--- src/rtl/servile_rr_pick.sv ---
// Round-robin winner select: first set request searching upward from last+1, wrapping.
// Purely combinational; vld_o is low when no request is set.
module servile_rr_pick #(
  parameter int NUM = 2
) (
  input  logic [NUM-1:0]         req_i,
  input  logic [$clog2(NUM)-1:0] last_i,
  output logic [$clog2(NUM)-1:0] win_o,
  output logic                   vld_o
);

  localparam int IW = $clog2(NUM);

  int idx;

  // Walk offsets from farthest to nearest so the nearest set request overwrites.
  always_comb begin
    win_o = '0;
    vld_o = 1'b0;
    idx   = 0;
    for (int off = NUM; off >= 1; off--) begin
      idx = int'(last_i) + off;
      if (idx >= NUM) idx = idx - NUM;
      if (req_i[idx]) begin
        vld_o = 1'b1;
        win_o = idx[IW-1:0];
      end
    end
  end

endmodule

--- src/rtl/servile_wb_rr_arbiter.sv ---
// Round-robin arbiter of NUM classic Wishbone requesters onto one memory port.
// Grant registered in IDLE; memory ack is passed back combinationally; optional timeout.
module servile_wb_rr_arbiter #(
  parameter int NUM     = 2,
  parameter int TIMEOUT = 255
) (
  input  logic              i_clk,
  input  logic              i_rst,
  input  logic [NUM*32-1:0] i_wb_req_adr,
  input  logic [NUM*32-1:0] i_wb_req_dat,
  input  logic [NUM*4-1:0]  i_wb_req_sel,
  input  logic [NUM-1:0]    i_wb_req_we,
  input  logic [NUM-1:0]    i_wb_req_stb,
  output logic [31:0]       o_wb_req_rdt,
  output logic [NUM-1:0]    o_wb_req_ack,
  output logic [31:0]       o_wb_mem_adr,
  output logic [31:0]       o_wb_mem_dat,
  output logic [3:0]        o_wb_mem_sel,
  output logic              o_wb_mem_we,
  output logic              o_wb_mem_stb,
  input  logic [31:0]       i_wb_mem_rdt,
  input  logic              i_wb_mem_ack,
  output logic              o_timeout
);

  localparam int IW = $clog2(NUM);
  localparam int CW = (TIMEOUT > 0) ? $clog2(TIMEOUT + 1) : 1;

  localparam logic [0:0] S_IDLE = 1'b0;
  localparam logic [0:0] S_BUSY = 1'b1;

  logic [0:0]    state_q, state_d;
  logic [IW-1:0] grant_q, grant_d;
  logic [IW-1:0] last_q,  last_d;
  logic [CW-1:0] cnt_q,   cnt_d;

  logic [IW-1:0] pick_win;
  logic          pick_vld;
  logic          busy, stb_g, ack_acc, tmo_hit, done;

  servile_rr_pick #(.NUM(NUM)) u_pick (
    .req_i  (i_wb_req_stb),
    .last_i (last_q),
    .win_o  (pick_win),
    .vld_o  (pick_vld)
  );

  assign busy    = (state_q == S_BUSY);
  assign stb_g   = i_wb_req_stb[grant_q];
  assign ack_acc = busy && i_wb_mem_ack;
  // A memory ack in the final cycle wins over the timeout.
  assign tmo_hit = (TIMEOUT > 0) && busy && stb_g && !i_wb_mem_ack
                   && (cnt_q == CW'(TIMEOUT - 1));
  assign done    = ack_acc || tmo_hit || (busy && !stb_g);

  assign o_wb_mem_adr = i_wb_req_adr[grant_q*32 +: 32];
  assign o_wb_mem_dat = i_wb_req_dat[grant_q*32 +: 32];
  assign o_wb_mem_sel = i_wb_req_sel[grant_q*4 +: 4];
  assign o_wb_mem_we  = i_wb_req_we[grant_q];
  assign o_wb_mem_stb = busy && stb_g && !tmo_hit && !i_rst;
  assign o_timeout    = tmo_hit && !i_rst;
  assign o_wb_req_rdt = tmo_hit ? 32'h0 : i_wb_mem_rdt;

  always_comb begin
    o_wb_req_ack = '0;
    if ((ack_acc || tmo_hit) && !i_rst) o_wb_req_ack[grant_q] = 1'b1;
  end

  always_comb begin
    state_d = state_q;
    grant_d = grant_q;
    last_d  = last_q;
    cnt_d   = cnt_q;
    if (!busy) begin
      if (pick_vld) begin
        state_d = S_BUSY;
        grant_d = pick_win;
        cnt_d   = '0;
      end
    end else if (done) begin
      state_d = S_IDLE;
      last_d  = grant_q;
    end else begin
      cnt_d = cnt_q + 1'b1;
    end
  end

  always_ff @(posedge i_clk) begin
    if (i_rst) begin
      state_q <= S_IDLE;
      grant_q <= '0;
      last_q  <= IW'(NUM - 1);
      cnt_q   <= '0;
    end else begin
      state_q <= state_d;
      grant_q <= grant_d;
      last_q  <= last_d;
      cnt_q   <= cnt_d;
    end
  end

endmodule

--- config.mk ---
export PLATFORM = sky130hd
export DESIGN_NAME = servile_wb_rr_arbiter
export DESIGN_NICKNAME = d
export VERILOG_FILES = /design/src/rtl/servile_rr_pick.sv /design/src/rtl/servile_wb_rr_arbiter.sv
export SDC_FILE = /design/constraint.sdc
export NUM_CORES = 1
export LEC_CHECK = 0
export BUFFER_PORTS_ARGS = -buffer_cell sky130_fd_sc_hd__buf_2
export CORE_AREA = 10 10 101 103
export DETAILED_ROUTE_END_ITERATION = 8
export DIE_AREA = 0 0 111 113
export GPL_ROUTABILITY_DRIVEN = 0
export PLACE_DENSITY = 0.58
export REMOVE_ABC_BUFFERS = 1
export SYNTH_ARGS = -nofsm -noshare
export SYNTH_HDL_FRONTEND = slang
export SYNTH_SLANG_ARGS = --single-unit
--- constraint.sdc ---
create_clock -name i_clk -period 2.29 [get_ports i_clk]
set_input_delay 0.229 -clock i_clk [delete_from_list [all_inputs] [get_ports i_clk]]
set_output_delay 0.229 -clock i_clk [all_outputs]
set_load 0.01 [all_outputs]
## Word-level counts from Yosys, hierarchy flattened

Cells that the tools add are included.

- Logic and storage cells: 67
- Output and inout port bits: 105
- Register bits: 11

- Equal/unequal tests: 2
- Shift-type cells: 3
- Reduce and logical (&&, ||, !) cells: 20
- Mux-type cells: 26
- $lt $le $gt $ge: 6
- Add/sub/neg operators: 5
- Bitwise gates (word level): 1

Operators by type and width:

| cell | count |
|---|---|
| indexed part select 64 x 7 -> 32 bit | 2 |
| two-way mux 32 bit | 3 |
| >= comparator 32 x 3 -> 1 bit (second input constant) | 2 |
| less-than comparator 32 x 3 -> 1 bit (second input constant) | 2 |
| subtractor 32 x 3 -> 32 bit (second input constant) | 2 |
| two-way mux 8 bit | 3 |
| two-way mux 1 bit | 18 |
| logical AND 1 bit | 10 |
| adder 8 x 1 -> 8 bit (second input constant) | 1 |
| equality test 8 bit (second input constant) | 1 |
| indexed part select 8 x 4 -> 4 bit | 1 |
| AND reduction 2 bit | 3 |
| logical NOT 1 bit | 4 |
| adder 1 x 2 -> 3 bit (second input constant) | 1 |
| adder 1 x 1 -> 2 bit (second input constant) | 1 |
| logical OR 1 bit | 2 |
| less-than comparator 1 x 2 -> 1 bit (second input constant) | 1 |
| two-way mux 2 bit | 1 |
| inequality test 2 bit (second input constant) | 1 |
| nonzero test 2 bit | 1 |
| demux 1 bit (select 1 bit) | 1 |
| >= comparator 1 bit (second input constant) | 1 |
| NOT 1 bit | 1 |

## Logic depth before layout (Yosys ltp)

Gate-level depths: netlist of the first run.

- Depth in word-level cells: 10
- Gate-level depth with buffers: 7
- Mapped depth without buffers: 6

## Modules after synthesis

Synthesis of the first run repeated with hierarchy kept, for this count alone.

- Cells, all modules: 194
- Area total of the unflattened synthesis: 1,717.9 µm²

By module, submodules not included:

| module | cells an instance | times used | seq. area each (µm²) | area an instance (µm²) |
|---|---|---|---|---|
| servile_wb_rr_arbiter | 192 | 1 | 220.2 | 1,704.1 |
| servile_rr_pick | 2 | 1 | 0.0 | 13.8 |

## Worst setup path after synthesis of the first run

OpenSTA, ideal clock, no wires.

- Kind: reg2reg
- Start point: register cnt_q[0]
- End point: register cnt_q[6]
- Buffers on the path: 1
- Setup time: 0.070 ns
- Clock period less this slack: 1.773 ns
- Data arrival time: 1.703 ns
- Path slack: 0.517 ns
- Data required time: 2.220 ns
- Stages on the path, launching flop included: 8
- Cells stage by stage: dfxtp_1 -> inv_1 -> ha_1 -> and4b_4 -> a21o_1 -> buf_6 -> or4_1 -> a21boi_1

- Word-level cells in the longest chain between the ends: 6
- Elaborated cells between the ends (all ways): 9

RTL lines:

| element | RTL line | text |
|---|---|---|
| start, declared | servile_wb_rr_arbiter.sv:35 | `logic [CW-1:0] cnt_q, cnt_d;` |
| start signal, assigned | servile_wb_rr_arbiter.sv:98 | `cnt_q <= cnt_d;` |
| branches (longest 6 deep; another with adder 8 x 1 -> 8 bit) | n/a |  |

Several ways; the timed one is not identified. The select of a mux whose other input is x is not followed.
A chain may end at the register's enable or synchronous reset.

## Worst setup path after layout of the first run

- Start point: register grant_q
- End point: output o_wb_req_rdt[8]

- Word-level cells in the longest chain between the ends: 6

RTL lines:

| element | RTL line | text |
|---|---|---|
| start, declared | servile_wb_rr_arbiter.sv:33 | `logic [IW-1:0] grant_q, grant_d;` |
| start signal, assigned | servile_wb_rr_arbiter.sv:96 | `grant_q <= grant_d;` |
| two-way mux 1 bit (implied by the code) (2 in series) | servile_wb_rr_arbiter.sv:49 | `assign stb_g = i_wb_req_stb[grant_q];` |
| logical AND 1 bit (2 in series) | servile_wb_rr_arbiter.sv:52 | `assign tmo_hit = (TIMEOUT > 0) && busy && stb_g && !i_wb_mem_ack` |
| logical AND 1 bit | servile_wb_rr_arbiter.sv:53 | `&& (cnt_q == CW'(TIMEOUT - 1));` |
| two-way mux 32 bit | servile_wb_rr_arbiter.sv:62 | `assign o_wb_req_rdt = tmo_hit ? 32'h0 : i_wb_mem_rdt;` |
| end, declared | servile_wb_rr_arbiter.sv:14 | `output logic [31:0] o_wb_req_rdt,` |

Every way passes these cells. The select of a mux whose other input is x is not followed.

==> results by group, run 1 <==
Clock tree
  • Cts bufs inserted: 3
  • Clk_lat worst skew: 0.24 ns
  • Clk buf depth: 2
  • Root Driver: clkbuf_8
  • Clk sinks: 11
  • CTS tree: yes
  • CTS resizes: 0
  • Post-CTS Setup Bufs: 0
  • Worst-path clk slew: 0.06 ns
  • CTS hold repair buffers: 0
  • Htree depth: 1

Die
  • Initial core utilization: 20.4%
  • Floorplan row count: 33
  • Core area: 8130 um2
  • IO Pins: 280
  • DIE AREA: 12500 um2
  • Chip width: 111 um
  • Die Height: 113 um

Synthesis
  • Mapped cell area: 1660 um2
  • Mapped Cells: 188
  • Post-synthesis area per instance: 8.84 um2
  • Yosys warning count: 0
  • Post-synth cell types: 29
  • Number of synthesized register bits: 11
  • Sequential cell area fraction in the yosys report: 13.2%

STA
  • Clock period minus worst slack: 2.01 ns
  • Setup Viol. Count Final: 0
  • Slew margin rel.: 69.2%
  • Fmax: 499 MHz
  • Worst-Margin Slew: 0.460 ns
  • Setup TNS: 0 ns
  • Final hold viol count: 0
  • Tcrit/Tclk final: 87.6%
  • RSZ-0062 raised after global routing: no
  • Max-slew violation count: 0
  • Clock Skew: 0.00800 ns
  • Setup ws final: 0.284 ns

Worst setup path
  • Startpoint type of the worst setup path: flop
  • CP Capture Point: o_wb_req_rdt[8]
  • Worst Path Max Fanout: 35
  • Worst Reg-to-Reg Cells: 6
  • Reg2Reg Setup Slack: 0.38 ns
  • R2r startpoint: cnt_q[0]
  • CP Data Required Time: 2.06 ns
  • Crit path kind: reg2out
  • Data arrival, critical path: 1.78 ns
  • Worst setup path startpoint: grant_q
  • Worst setup EP type: output pin
  • FF-to-FF End: cnt_q[7]

Status
  • Status: completed

Power and ir drop
  • Leakage Power: 0.00166 uW
  • Peak VDD IR: 118 uV
  • Pwr Density: 310 nW/um2

Finish
  • Layout cell share with drive strength beyond 1: 78.0%
  • Syn-to-layout area delta: 93.0%
  • Commonest non-fill, non-tap cell in the layout: buf_2
  • Final nets: 637
  • Most frequent cells in the layout: 279 x buf_2, 70 x mux2_2, 33 x and2_1, 10 x dfxtp_1, 8 x nand2_1
  • Final core utilization: 39.5%

Hold path
  • Min-delay worst type: in2reg

Global route
  • Initial antenna violation count: 2
  • Number of global-route vias before repair: 2662
  • First-pass GRT wire length: 15.5 mm
  • Largest net degree at the start of global routing: 74
  • Gr ovfl total: 0
  • Total Routing Usage GR: 15.1%

Drt
  • DR pass1 iterations: 4
  • Final ANT Viol Nets: 0
  • Initial DRC count: 76
  • Remaining DRCs: 0
  • Vias: 2454
  • Drt wl/cell: 18.9 um
  • Vias per cell: 4.34
  • Routed wire length: 10.7 mm

Run
  • Max-Cap Viols: 0

Placed design
  • HPWL after DPL: 9.74 mm
  • Worst slack, placed: 0.389 ns
  • IO buf count: 279
[metal layers]
| layer | routed length, um | vias to the layer above | global-route usage, % |
|---|---|---|---|
| li1 | - | 1232 | - |
| met1 | 3700 | 1106 | 15.1 |
| met2 | 5850 | 112 | 28.9 |
| met3 | 1100 | 4 | 6.87 |
| met4 | 58 | 0 | 1.22 |
| met5 | 0 | - | 0 |
[how the worst min path moves through the flow]
stage | startpoint | to | slack [ns] | cells past startpoint
floorplan | i_rst | grant_q | 0.30 | 1
detailed placement | last_q | last_q | 0.45 | 1
CTS | i_wb_req_stb[1] | grant_q | 0.29 | 3
global route | i_wb_req_stb[1] | grant_q | 0.29 | 3
global placement | last_q | last_q | 0.45 | 1
finish | i_wb_req_stb[1] | grant_q | 0.29 | 3
[final cells by class]
cell class,instances,area [um2]
clock buffers,4,45.0
well taps,105,131
diodes,2,5.00
repair buffers,281,1420
fillers,864,4920
inverters,5,18.8
flip-flops and latches,11,221
multi-input cells,158,1360
[synth_stat cells (all sizes together)]
library cell | n | area, um2
a211o | 1 | 8.76
a211oi | 3 | 22.5
a21boi | 4 | 30.0
a21o | 1 | 7.51
a21oi | 4 | 20.0
and2 | 33 | 206
and4 | 1 | 8.76
and4b | 1 | 13.8
buf | 1 | 11.3
clkbuf | 13 | 48.8
dfxtp | 11 | 220
ha | 2 | 25.0
inv | 5 | 18.8
mux2 | 70 | 788
mux2i | 1 | 10.0
nand2 | 8 | 30.0
nand3 | 3 | 15.0
nand3b | 1 | 7.51
nand4 | 1 | 6.26
nor2 | 3 | 11.3
nor4 | 1 | 6.26
o211ai | 2 | 15.0
o21ai | 2 | 10.0
o21ba | 1 | 10.0
o311ai | 1 | 8.76
o31ai | 7 | 52.6
or3 | 3 | 20.0
or4 | 4 | 30.0
[critical path: stages, from the launching register on]
cell,delay [ns]
dfxtp_2,0.35
mux2_2,0.36
and2_1,0.19
nand3_1,0.07
buf_4,0.26
and2_1,0.17
buf_2,0.13
[metrics by stage]
stage | std cells | cell area (um2) | hold slack, ns | power [uW]
final | 566 | 3210 | 0.286 | 996
after global routing | 565 | 3210 | 0.291 | 1060
after CTS | 564 | 3200 | 0.287 | 1010
after detailed placement | 560 | 3160 | 0.450 | 811
after global placement | 560 | 3160 | 0.450 | 807
after floorplan | 174 | 1600 | 0.298 | 489
[sequential cells by signal, summed over array words and instances, names as in the netlist]
signal / count
grant_q: 1
last_q: 1
busy: 1
cnt_q: 8
[where the power goes]
part	internal [uW]	switching (uW)	total, uW
Clock	122	75.4	198
Combinational	326	269	595
Sequential	197	5.66	203
Total	646	350	996
[cells by family after synthesis]
family	Yosys count	synth area share (%)
AO/OA/AOI/OAI	26	11.1
adder cells (fa/ha/maj)	2	1.50
buffers and inverters	19	4.74
flip-flops	11	13.2
multiplexers	71	48.0
AND/OR/NAND/NOR	59	21.4
No activity file was read; power rests on OpenSTA's default activity.
==> run 2, diff against run 1 <==
--- a/config.mk
+++ b/config.mk
@@ -5,12 +5,13 @@
 export SDC_FILE = /design/constraint.sdc
 export NUM_CORES = 1
 export LEC_CHECK = 0
+export ABC_AREA = 1
 export BUFFER_PORTS_ARGS = -buffer_cell sky130_fd_sc_hd__buf_2
-export CORE_AREA = 10 10 101 103
+export CORE_AREA = 10 10 100 102
 export DETAILED_ROUTE_END_ITERATION = 8
-export DIE_AREA = 0 0 111 113
+export DIE_AREA = 0 0 110 112
 export GPL_ROUTABILITY_DRIVEN = 0
-export PLACE_DENSITY = 0.58
+export PLACE_DENSITY = 0.62
 export REMOVE_ABC_BUFFERS = 1
 export SYNTH_ARGS = -nofsm -noshare
 export SYNTH_HDL_FRONTEND = slang
==> results by group, run 2 <==
Status
  • Status: completed

Finish
  • Most frequent cells in the layout: 279 x buf_2, 232 x nand2_1, 46 x nor2_1, 41 x inv_1, 13 x nand3_1
  • Antenna Cells: 0 (-2)
  • Commonest non-fill, non-tap cell in the layout: buf_2
  • Fin area: 3370 um2 (+5.1%)
  • Max FFs per register: 8 (unchanged)
  • Most flop-heavy register: cnt_q
  • Layout Cells excl Fill: 772 (+36%)
  • Layout cell share with drive strength beyond 1: 45.9% (-32 points)
  • Fillers: 901 (+4.3%)
  • Syn-to-layout area delta: 80.8%
  • Final nets: 845 (+33%)

Drt
  • DR pass1 iterations: 4 (unchanged)
  • Vias: 3218 (+31%)
  • Remaining DRCs: 0 (unchanged)
  • Drt wl/cell: 15.9 um (-16%)
  • Initial DRC count: 233 (+210%)
  • Routed wire length: 12.2 mm (+14%)
  • Final ANT Viol Nets: 0 (unchanged)
  • Vias per cell: 4.17 (-3.9%)

Die
  • Chip width: 110 um (-0.90%)
  • Floorplan row count: 33 (unchanged)
  • DIE AREA: 12300 um2 (-1.8%)
  • Die Height: 112 um (-0.88%)
  • IO Pins: 280 (unchanged)
  • Core area: 8050 um2 (-1.0%)
  • Initial core utilization: 23.2% (+2.7 points)

STA
  • RSZ-0062 raised after global routing: no
  • Setup Viol. Count Final: 0 (unchanged)
  • Fmax: 493 MHz (-1.1%)
  • Final Hold Slack: 0.282 ns (-0.00486 ns)
  • Final hold viol count: 0 (unchanged)
  • Tcrit/Tclk final: 88.5% (+0.96 points)
  • Setup ws final: 0.262 ns (-0.0219 ns)
  • Clock period minus worst slack: 2.03 ns (+0.0219 ns)
  • Slew margin rel.: 55.4% (-14 points)
  • Max-slew violation count: 0 (unchanged)
  • Worst-Margin Slew: 0.668 ns (+0.208 ns)
  • Clock Skew: 0.000391 ns (-0.00761 ns)

Power and ir drop
  • Sw Ratio: 42.9% (+7.7 points)
  • Total power draw: 1050 uW (+5.7%)
  • Combinational share of power: 62.0% (+2.2 points)
  • Leakage Power: 0.00224 uW (+34%)
  • Net Switching: 452 uW (+29%)
  • Pwr Density: 312 nW/um2 (+0.65%)
  • Seq pwr share: 19.3% (-1.1 points)
  • P_int: 602 uW (-6.8%)
  • Clock network power share: 18.7% (-1.2 points)
  • Peak VDD IR: 372 uV (+220%)

Placed design
  • Dpl cells: 768 (+37%)
  • IO buf count: 279 (unchanged)
  • HPWL after DPL: 10.6 mm (+9.1%)
  • Post-DP Area: 3320 um2 (+5.2%)
  • Worst slack, placed: 0.503 ns (+0.114 ns)

Synthesis
  • Most used DFF post-synth: dfxtp_1
  • Area contributors post-synth: nand2_1 47%, dfxtp_1 12%, nor2_1 9.3%
  • Area share of the largest cell type after synthesis: 46.7% (-0.72 points)
  • Yosys warning count: 0 (unchanged)
  • Number of synthesized register bits: 11 (unchanged)
  • Mapped Cells: 400 (+110%)
  • Synth area leader: nand2_1
  • EDFF count, synth: 0 (unchanged)
  • Post-synth ARST share: 0% (unchanged)
  • Post-synth cell types: 26 (-10%)
  • Post-synthesis area per instance: 4.66 um2 (-47%)
  • Mapped cell area: 1870 um2 (+12%)
  • Most frequent cell after synthesis: nand2_1
  • Sequential cell area fraction in the yosys report: 11.8% (-1.4 points)
  • Synth top cells by count: 232 x nand2_1, 46 x nor2_1, 41 x inv_1

Global route
  • Number of global-route vias before repair: 3077 (+16%)
  • Total Routing Usage GR: 17.6% (+2.5 points)
  • Largest net degree at the start of global routing: 71 (-4.1%)
  • Gr ovfl total: 0 (unchanged)
  • Initial antenna violation count: 0 (-2)
  • First-pass GRT wire length: 17.5 mm (+13%)

Hold path
  • Min-delay worst type: in2reg

Worst setup path
  • Crit path top cell by count: inv_1
  • Worst Path Max Fanout: 32 (-8.6%)
  • Top Family by Delay on Critical Path: buffers and inverters
  • CP peak stage delay: 0.33 ns (-0.03 ns)
  • Critical path's slowest cell: dfxtp_1
  • Critical Path, Cell by Cell: inv_1, ha_1, inv_1, nor3_1, nand3_2, inv_2, buf_6, nor2_1, buf_2
  • Worst setup EP type: output pin
  • CP Data Required Time: 2.06 ns (about the same)
  • Buf+Inv Stages, Crit Path: 5 (+3)
  • Crit path kind: reg2out
  • Startpoint type of the worst setup path: flop
  • Data arrival, critical path: 1.80 ns (+0.02 ns)

Clock tree
  • CTS tree: yes
  • Cts bufs inserted: 3 (unchanged)
  • Worst-path clk slew: 0.05 ns (about the same)
  • Htree depth: 1 (unchanged)
  • Root Driver: clkbuf_8
  • Clk sinks: 11 (unchanged)
  • CTS hold repair buffers: 0 (unchanged)
  • Clk buf depth: 2 (unchanged)
  • Clk_lat worst skew: 0.24 ns (about the same)

Run
  • Max-Cap Viols: 0 (unchanged)
-- run 2: changes by cell type after synthesis, moves of 7 or more --
cell     previous run  this run
mux2_2             70         0
nand2_1             8       232
o31ai_1             7         0
inv_1               5        41
and2_1             33         0
nand3_1             3        13
nor2_1              3        46
-- run 2: cell type report --
type                            count  area [um2]  share of cell area [%]
Clock buffer                        4        45.0                    1.34
Inverter                           44         165                    4.90
Multi-Input combinational cell    325        1380                    40.9
Tap cell                          105         131                    3.90
Sequential cell                    11         221                    6.57
Timing Repair Buffer              283        1430                    42.4
-- run 2: layer usage --
metal | GRT usage (%) | vias to the layer above | share of wire [%] | routed length (um)
li1 | - | 1716 | - | -
met2 | 32.3 | 128 | 52 | 6380
met4 | 5.30 | 0 | 2.7 | 327
met5 | 0 | - | 0 | 0
met1 | 19.3 | 1358 | 36 | 4410
met3 | 3.81 | 16 | 9.2 | 1120
-- run 2: power by group through the flow --
stage	Sequential, uW	Clock (uW)	Combinational (uW)
after floorplan	221	0	275
after global placement	207	0	658
after detailed placement	207	0	661
after CTS	203	200	665
after global routing	204	209	726
final	203	197	653
-- run 2: worst reg2reg max path, cell delays in order (launching register included) --
cell and delay (ns):
dfxtp_1 0.37, inv_1 0.10, ha_1 0.21, inv_1 0.07, nor2_1 0.05, nand2_1 0.11
nand3_2 0.28, or2_0 0.31, a21oi_1 0.12
-- run 2: per-stage QoR --
| stage | utilization (%) | TNS [ns] |
|---|---|---|
| detailed placement | 41.3 | 0 |
| global placement | 41.3 | 0 |
| global route | 41.9 | 0 |
| floorplan | - | -83.79 |
| CTS | 41.8 | 0 |
| finish | 41.9 | 0 |
-- run 2: final timing paths --
check        cells after the start       startpoint  slack (ns)                to
max                              9         cnt_q[0]        0.26  o_wb_req_rdt[12]
min                              3  i_wb_req_stb[1]        0.28           grant_q
max reg2reg                      8         cnt_q[0]        0.61          cnt_q[1]
min reg2reg                      1         cnt_q[0]        0.49          cnt_q[0]
-- run 2: kinds of logic after synthesis --
family	share of synthesized area [%]
fa+ha+maj	1.34
flops	11.8
xor+xnor	0.939
simple gates	67.0
buf+inv	14.3
compound gates	4.63
-- run 2: timing repair --
item,CTS,global route
endpoints found under the setup margin,0,5
buffers inserted,0,0
resized for setup,0,1
endpoints found under the hold margin,0,0
==> run 3, diff against run 2 <==
==> constraint.sdc (replaced) <==
create_clock -name i_clk -period 2.5 [get_ports i_clk]
set_input_delay 0.25 -clock i_clk [delete_from_list [all_inputs] [get_ports i_clk]]
set_output_delay 0.25 -clock i_clk [all_outputs]
set_load 0.01 [all_outputs]
==> results by group, run 3 (same netlist as run 2, synthesis figures left out) <==
Status
  • Status: completed

STA
  • Fmax: 469 MHz
  • Max-slew violation count: 0 (unchanged)
  • Worst-Margin Slew: 0.666 ns (-0.00256 ns)
  • Clock period minus worst slack: 2.13 ns
  • Tcrit/Tclk final: 85.3%
  • Final hold viol count: 0 (unchanged)
  • RSZ-0062 raised after global routing: no
  • Slew margin rel.: 55.6% (+0.17 points)
  • Clock Skew: 0.00191 ns (+0.00152 ns)
  • Setup Viol. Count Final: 0 (unchanged)

Clock tree
  • CTS hold repair buffers: 0 (unchanged)
  • Htree depth: 1 (unchanged)
  • Post-CTS Setup Bufs: 0 (unchanged)
  • CTS tree: yes
  • Root Driver: clkbuf_8
  • Cts bufs inserted: 3 (unchanged)
  • Worst-path clk slew: 0.06 ns (about the same)
  • Clk sinks: 11 (unchanged)
  • Clk buf depth: 2 (unchanged)
  • CTS resizes: 0 (unchanged)
  • Clk_lat worst skew: 0.24 ns (about the same)

Worst setup path
  • Worst Reg-to-Reg Cells: 8 (unchanged)
  • Startpoint type of the worst setup path: flop
  • Worst Path Max Fanout: 33 (+3.1%)
  • CP Data Required Time: 2.25 ns (+0.19 ns)
  • Data arrival, critical path: 1.88 ns (+0.08 ns)
  • Reg2Reg Setup Slack: 0.86 ns (+0.25 ns)
  • FF-to-FF End: cnt_q[1]
  • Worst setup EP type: output pin
  • R2r startpoint: cnt_q[0]
  • Crit path kind: reg2out

Die
  • IO Pins: 280 (unchanged)
  • Chip width: 110 um (unchanged)
  • Floorplan row count: 33 (unchanged)
  • Core area: 8050 um2 (unchanged)
  • DIE AREA: 12300 um2 (unchanged)
  • Initial core utilization: 23.2% (unchanged)
  • Die Height: 112 um (unchanged)

Hold path
  • Hold worst-path end: grant_q
  • Min-delay worst type: in2reg
  • Hold Path Stages: 3 (unchanged)
  • HP Start: i_wb_req_stb[1]

Finish
  • Syn-to-layout area delta: 80.3%
  • Max FFs per register: 8 (unchanged)
  • Fin area: 3360 um2 (-0.22%)
  • Most frequent cells in the layout: 279 x buf_2, 232 x nand2_1, 46 x nor2_1, 41 x inv_1, 13 x nand3_1
  • Final nets: 844 (-0.12%)
  • Commonest non-fill, non-tap cell in the layout: buf_2
  • Layout Cells excl Fill: 772 (unchanged)
  • Layout cell share with drive strength beyond 1: 45.9% (+0.069 points)
  • Most flop-heavy register: cnt_q

Global route
  • First-pass GRT wire length: 17.5 mm (+0.15%)
  • Largest net degree at the start of global routing: 71 (unchanged)
  • Number of global-route vias before repair: 3102 (+0.81%)
  • Gr ovfl total: 0 (unchanged)
  • Initial antenna violation count: 1 (+1)
  • Total Routing Usage GR: 17.9% (+0.25 points)

Power and ir drop
  • Pwr Density: 288 nW/um2 (-7.9%)
  • Peak VDD IR: 296 uV (-20%)
  • Leakage Power: 0.00223 uW (-0.15%)

Drt
  • Routed wire length: 12.2 mm (about the same)
  • Vias: 3230 (+0.37%)
  • Final ANT Viol Nets: 0 (unchanged)
  • DR pass1 iterations: 4 (unchanged)
  • Remaining DRCs: 0 (unchanged)
  • Initial DRC count: 219 (-6.0%)
  • Drt wl/cell: 15.8 um (about the same)
  • Vias per cell: 4.18 (+0.37%)

Placed design
  • Dpl cells: 767 (-0.13%)
  • IO buf count: 279 (unchanged)
  • Post-DP Area: 3320 um2 (-0.23%)
  • HPWL after DPL: 10.6 mm (about the same)

Run
  • Max-Cap Viols: 0 (unchanged)
[run 3: cell types whose count changed in the layout (fill, tap and decap cells not counted), sizes merged]
cell / delta
buf: -1
clkbuf: -1
clkinv: +1
diode: +1
[run 3: worst max path at each step]
stage / slack (ns) / from / cells past startpoint / end
floorplan: -1.0 / grant_q / 7 / o_wb_mem_stb
global placement: 0.69 / cnt_q[0] / 8 / o_wb_mem_stb
detailed placement: 0.64 / cnt_q[0] / 8 / o_wb_req_rdt[16]
CTS: 0.38 / cnt_q[0] / 8 / o_wb_req_rdt[16]
global route: 0.13 / cnt_q[0] / 8 / o_wb_req_rdt[5]
finish: 0.37 / cnt_q[0] / 8 / o_wb_mem_stb
[run 3: report_power, final]
group | internal (uW) | switching [uW]
Clock | 110 | 76.6
Combinational | 258 | 338
Sequential | 181 | 4.24
Total | 549 | 419
[run 3: layout make-up]
type                       instances  area, um2
fill                             917       4690
timing repair buffer             282       1420
multi-input combinational        325       1380
sequential                        11        221
inverter                          44        165
tap                              105        131
clock buffer                       3       41.3
clock inverter                     1       5.00
antenna                            1       2.50
[run 3: routing by layer]
metal	share of wire, %	vias up	track usage, %
met4	1.5	0	3.65
met2	53	121	33.3
li1	-	1711	-
met5	0	-	0
met3	9.2	12	3.69
met1	36	1386	19.9
[run 3: worst max-delay path: stages (launching register included)]
cell	delay, ns
dfxtp_1	0.33
inv_1	0.09
ha_1	0.15
inv_1	0.05
nor3_1	0.21
nand3_2	0.16
inv_2	0.39
nor4_1	0.08
buf_2	0.16
[run 3: per-stage QoR]
step	setup TNS (ns)	util, %	power [uW]	setup WS (ns)	hold slack (ns)
after global routing	0	41.8	1060	0.130	0.319
final	0	41.8	968	0.368	0.302
after CTS	0	41.8	983	0.380	0.301
after detailed placement	0	41.2	795	0.640	0.477
after global placement	0	41.2	790	0.688	0.470
after floorplan	-61.84	-	455	-0.996	0.312
